[src/rtl/pipe_hazard_ctrl.sv]
// pipe_hazard_ctrl
//
// Pipeline sequencer for the 16-bit 5-stage core. It generates the load
// enables and bubble (flush) controls for the PC, IF/ID, ID/EX, EX/MEM and
// MEM/WB registers. It handles data-memory stalls, taken redirects resolved
// in MEM, halt drain, load-use hazards and instruction-memory stalls.
// All stage controls are combinational from FSM state and this cycle's inputs.
//
// Parameters:
//   LU_BUBBLES  bubbles inserted on a load-use hazard (legal 1..3)
//
// Ports:
//   clk, rst                 core clock; asynchronous active-low reset
//   id_rs, id_rt             source registers of the ID instruction
//   id_rs_used, id_rt_used   ID instruction actually reads that source
//   ex_write_reg             destination of the EX instruction
//   ex_RegWrt, ex_MemRead    EX instruction writes a register / is a load
//   redirect_mem             taken branch or jump in MEM
//   halt_mem                 valid HALT in MEM
//   imem_stall, dmem_stall   instruction / data memory not ready
//   *_en                     stage register load enables
//   *_flush                  stage register loads a bubble instead of d
//   halted                   registered; core has stopped
//   stall_cycles             perf counter: cycles with the PC held
//   flush_events             perf counter: redirect/halt flush events
//
// Build option:
//   PIPE_HAZARD_CTRL_PERF_CNT_EN  enables the two saturating perf counters;
//                                 when undefined both outputs read 0.

module pipe_hazard_ctrl #(
  parameter int LU_BUBBLES = 1
) (
  input  logic        clk,
  input  logic        rst,
  input  logic [2:0]  id_rs,
  input  logic [2:0]  id_rt,
  input  logic        id_rs_used,
  input  logic        id_rt_used,
  input  logic [2:0]  ex_write_reg,
  input  logic        ex_RegWrt,
  input  logic        ex_MemRead,
  input  logic        redirect_mem,
  input  logic        halt_mem,
  input  logic        imem_stall,
  input  logic        dmem_stall,
  output logic        pc_en,
  output logic        ifid_en,
  output logic        idex_en,
  output logic        exmem_en,
  output logic        memwb_en,
  output logic        ifid_flush,
  output logic        idex_flush,
  output logic        exmem_flush,
  output logic        memwb_flush,
  output logic        halted,
  output logic [15:0] stall_cycles,
  output logic [15:0] flush_events
);

  typedef enum logic [1:0] {RUN, LU_STALL, HALT_DRAIN, HALTED} state_t;

  // Bubbles still owed after the first one, loaded on entry to LU_STALL.
  localparam logic [1:0] LU_EXTRA = 2'(LU_BUBBLES - 1);

  state_t     state_q, state_d;
  logic [1:0] bub_q, bub_d;
  logic       load_use;

  logic pc_en_c, ifid_en_c, idex_en_c, exmem_en_c, memwb_en_c;
  logic ifid_fl_c, idex_fl_c, exmem_fl_c, memwb_fl_c;

  // R0 is a real register here, so there is no zero-register exclusion.
  assign load_use = ex_MemRead & ex_RegWrt &
                    ((id_rs_used & (id_rs == ex_write_reg)) |
                     (id_rt_used & (id_rt == ex_write_reg)));

  always_ff @(posedge clk or negedge rst) begin
    if (!rst) begin
      state_q <= RUN;
      bub_q   <= 2'd0;
      halted  <= 1'b0;
    end else begin
      state_q <= state_d;
      bub_q   <= bub_d;
      halted  <= (state_d == HALTED);
    end
  end

  always_comb begin
    state_d    = state_q;
    bub_d      = bub_q;
    pc_en_c    = 1'b1;
    ifid_en_c  = 1'b1;
    idex_en_c  = 1'b1;
    exmem_en_c = 1'b1;
    memwb_en_c = 1'b1;
    ifid_fl_c  = 1'b0;
    idex_fl_c  = 1'b0;
    exmem_fl_c = 1'b0;
    memwb_fl_c = 1'b0;

    if (state_q == HALTED) begin
      pc_en_c    = 1'b0;
      ifid_en_c  = 1'b0;
      idex_en_c  = 1'b0;
      exmem_en_c = 1'b0;
      memwb_en_c = 1'b0;
    end else if (dmem_stall) begin
      // Whole pipe frozen; WB gets a bubble so the stalled access does not
      // retire twice. FSM state and bubble count hold.
      pc_en_c    = 1'b0;
      ifid_en_c  = 1'b0;
      idex_en_c  = 1'b0;
      exmem_en_c = 1'b0;
      memwb_en_c = 1'b0;
      memwb_fl_c = 1'b1;
    end else if (state_q == HALT_DRAIN) begin
      pc_en_c    = 1'b0;
      ifid_fl_c  = 1'b1;
      idex_fl_c  = 1'b1;
      exmem_fl_c = 1'b1;
      state_d    = HALTED;
    end else if (redirect_mem) begin
      // Also wins over imem_stall: the pending fetch is abandoned.
      ifid_fl_c  = 1'b1;
      idex_fl_c  = 1'b1;
      exmem_fl_c = 1'b1;
      state_d    = RUN;
      bub_d      = 2'd0;
    end else if (halt_mem) begin
      pc_en_c    = 1'b0;
      ifid_fl_c  = 1'b1;
      idex_fl_c  = 1'b1;
      exmem_fl_c = 1'b1;
      state_d    = HALT_DRAIN;
      bub_d      = 2'd0;
    end else if (load_use || state_q == LU_STALL) begin
      pc_en_c   = 1'b0;
      ifid_en_c = 1'b0;
      idex_fl_c = 1'b1;
      if (state_q == LU_STALL) begin
        if (bub_q <= 2'd1) begin
          state_d = RUN;
          bub_d   = 2'd0;
        end else begin
          bub_d = bub_q - 2'd1;
        end
      end else if (LU_BUBBLES > 1) begin
        state_d = LU_STALL;
        bub_d   = LU_EXTRA;
      end
    end else if (imem_stall) begin
      pc_en_c   = 1'b0;
      ifid_fl_c = 1'b1;
    end
  end

  // Everything is held inactive while reset is asserted.
  assign pc_en       = rst & pc_en_c;
  assign ifid_en     = rst & ifid_en_c;
  assign idex_en     = rst & idex_en_c;
  assign exmem_en    = rst & exmem_en_c;
  assign memwb_en    = rst & memwb_en_c;
  assign ifid_flush  = rst & ifid_fl_c;
  assign idex_flush  = rst & idex_fl_c;
  assign exmem_flush = rst & exmem_fl_c;
  assign memwb_flush = rst & memwb_fl_c;

`ifdef PIPE_HAZARD_CTRL_PERF_CNT_EN
  function automatic logic [15:0] sat_inc(input logic [15:0] v);
    return (v == 16'hFFFF) ? v : v + 16'd1;
  endfunction

  logic [15:0] stall_q, flush_q;
  logic        flush_evt;

  // One event per redirect or halt taken from MEM (the drain cycle is part
  // of the same halt event).
  assign flush_evt = ((state_q == RUN) || (state_q == LU_STALL)) &
                     ~dmem_stall & (redirect_mem | halt_mem);

  always_ff @(posedge clk or negedge rst) begin
    if (!rst) begin
      stall_q <= 16'd0;
      flush_q <= 16'd0;
    end else if (state_q != HALTED) begin
      if (!pc_en_c) stall_q <= sat_inc(stall_q);
      if (flush_evt) flush_q <= sat_inc(flush_q);
    end
  end

  assign stall_cycles = stall_q;
  assign flush_events = flush_q;
`else
  assign stall_cycles = 16'd0;
  assign flush_events = 16'd0;
`endif

endmodule
[config.mk]
export PLATFORM = sky130hd
export DESIGN_NAME = pipe_hazard_ctrl
export DESIGN_NICKNAME = d
export VERILOG_FILES = /design/src/rtl/pipe_hazard_ctrl.sv
export SDC_FILE = /design/constraint.sdc
export NUM_CORES = 1
export LEC_CHECK = 0
export CAP_MARGIN = 20
export CORE_UTILIZATION = 34
export CTS_BUF_LIST = sky130_fd_sc_hd__clkbuf_4 sky130_fd_sc_hd__clkbuf_8
export CTS_CLUSTER_SIZE = 30
export DETAILED_ROUTE_END_ITERATION = 8
export GPL_TIMING_DRIVEN = 1
export PLACE_DENSITY = 0.85
export SETUP_SLACK_MARGIN = 0.1
export SYNTH_ARGS = -nofsm -noshare
export SYNTH_HDL_FRONTEND = slang
export SYNTH_SLANG_ARGS = --single-unit
[constraint.sdc]
create_clock -name clk -period 2.65 [get_ports clk]
set_clock_uncertainty 0.1 [all_clocks]
set_input_delay 0.53 -clock clk [delete_from_list [all_inputs] [get_ports clk]]
set_output_delay 0.53 -clock clk [all_outputs]
set_load 0.02 [all_outputs]
==> metrics.txt <==
status=complete, no violations; fraction of the mapped netlist area in adder cells=0%; Arr. time, crit path=1.87 ns; IO Pins=61; VDD IR max=0.256 mV; drt total wl=1.21 mm; routed wire length per instance=8.48 um; most frequent cells in the layout=32 x conb_1, 16 x clkdlybuf4s50_1, 8 x buf_4; final hold vios=0; Synth async-reset ratio=100%; via count=572; CTS root buf=clkbuf_4; min-delay worst type=flip-flop to flip-flop; Placer Congestion=0.720; most common library cell in the layout ignoring fill and taps=conb_1; pwr dens=327 nW/um^2; Pleak=0.480 nW; post-synthesis xor/xnor area fraction=7.87%; Most common cell on crit path=buf_4; critical path capture point type=output port; post-synthesis compound-gate area fraction=17.8%; CTS Hold Bufs=0; DRC Markers=0; RSZ-0062 raised after global routing=true; setup_tns=0 ns; starting density of the core=37.5%; Placed Area=876 um^2; Die Ht=46.3 um; Global Route Usage Sum=13.8%; syn_area_per_cell=7.95 um^2; vias in the first global route=517; Slew Limit Fails=0; # diodes=0; Reg area=125 um^2; grt met1 use=14.2%; Layout Cells excl Fill=143; dpl cells=138; initial antenna violation count=0; CP peak stage delay=0.42 ns; Tmin final=2.50 ns; clk_lat worst skew=0.24 ns; worst path bufs/invs=3; CTS H-tree depth=1; Layout Nets=138; Crit path max-delay family=buffers and inverters; Crit Path Max Fanout=4; Core ar.=1780 um^2; DIE AREA=2150 um^2; worst setup margin=0.154 ns; Min Hold Slack=0.387 ns; Multi-input gate area=375 um^2; Max Cap Viol=0; clock buffer depth=2; CTS tree=yes; area grow syn2layout=35.2%; mux cell area share after synthesis=0%; Yosys cell types=26; FILL cells=188; post-DP HPWL=1.07 mm; Main synth FF type=dfrtp_1; met3 global-route usage=7.06%; crit path max-delay cell type=clkdlybuf4s50_1; Setup crit start kind=input pin; Ys Warns=0; Die W=46.3 um; row cnt=15; Max Clk Rate=401 MHz; Final Setup Violations=0; first-pass GRT wire length=2.07 mm; Post-Synthesis Cells=84; mapped cell area=668 um^2; clock-pin slew on the worst setup and hold paths=0.04 ns; largest net degree at the start of global routing=9; fraction of layout cells with a size suffix above 1=16.1%; post-route ant nets=0; GR Overflow Total=0; grt met2 use=25.3%; GR peak layer=met2; PortBufs=28; sequential area share after synthesis=18.7%; TritonCTS Sinks=5; simple-gate portion of the synthesized area=12.5%; DP Worst Slack=-0.282 ns; required time of the critical path=2.02 ns; period utilization=94.2%; CP cell instances=clkdlybuf4s50_1, xnor2_1, nand4_1, a21oi_2, buf_4, o41ai_2, buf_4; largest family of logic cells by synthesized area=buffers and inverters; Via density=4.00; CTS Buf Count=3; Initial DRC Count=5; Post-synth EDFFs=0; Setup Crit Path Kind=input pin to output port; post-route cell area=903 um^2; register bit total from synthesis=5; 1st-pass router iterations=4
==> worst paths after layout <==
check / from / endpoint / slack [ns] / depth (start not counted)
max in group asynchronous: rst / bub_q[1]$_DFFE_PN0P_ / 1.76 / 2
hold / removal: bub_q[0]$_DFFE_PN0P_ / bub_q[0]$_DFFE_PN0P_ / 0.39 / 1
setup / recovery: id_rt[1] / ifid_flush / 0.15 / 7
min in group asynchronous: rst / state_q[1]$_DFF_PN0_ / 0.57 / 2
hold reg to reg: bub_q[0]$_DFFE_PN0P_ / bub_q[0]$_DFFE_PN0P_ / 0.39 / 1
setup reg to reg: state_q[1]$_DFF_PN0_ / bub_q[0]$_DFFE_PN0P_ / 1.36 / 4
==> state kept, by name, indices dropped and copies added, names as in the netlist <==
register / count
state_q: 2
halted: 1
bub_q: 2
==> Yosys cell counts, types with 2 or more instances <==
cell type	n	share of area, %
inv_1	5	2.8
buf_2	2	1.5
buf_4	34	38
nand2_1	3	1.7
nand4_1	2	1.9
o21ai_0	2	1.5
dfrtp_1	5	19
nor2_1	4	2.2
a21oi_2	2	2.6
xnor2_1	6	7.9
a21oi_1	4	3.0
==> logic make-up after synthesis <==
kind of cell              after synthesis
DFF                                     5
AOI/OAI and AO/OA                      16
buffers and inverters                  41
and+or+nand+nor                        15
xor gates and xnor gates                6
other                                   1
==> routing by layer <==
layer | vias to the layer above | wire, um
li1 | 278 | -
met1 | 254 | 450
met2 | 40 | 657
met3 | 0 | 104
met4 | 0 | 0
met5 | - | 0
==> through the flow <==
stage	utilization (%)	power, mW
final	50.7	0.296
after global routing	50.7	0.317
after detailed placement	49.1	0.203
after CTS	50.3	0.301
after global placement	49.1	0.201
after floorplan	-	0.190
==> final cells by class <==
class / instances / share of cell area [%]
multi-input combinational: 69 / 41.6
tap: 25 / 3.46
sequential: 5 / 13.9
clock buffer: 4 / 3.32
timing repair buffer: 35 / 35.7
inverter: 5 / 2.08
==> repair_timing <==
item | in CTS | in global routing
buffers inserted | 1 | 0
resized for setup | 20 | 6
pin swaps | 1 | 1
endpoints found under the setup margin | 9 | 4
==> where the power goes <==
group | total (mW) | switching [mW] | internal [mW]
combinational | 0.118 | 0.0721 | 0.0460
sequential | 0.0814 | 0.00296 | 0.0784
clock | 0.0962 | 0.0292 | 0.0670
==> worst register-to-register path: stages (launching register included) <==
cell and delay [ns]:
dfrtp_1 0.46, nor2_1 0.18, buf_4 0.13, o21ai_0 0.08, a32o_1 0.22
No activity file was read; power rests on OpenSTA's default activity.
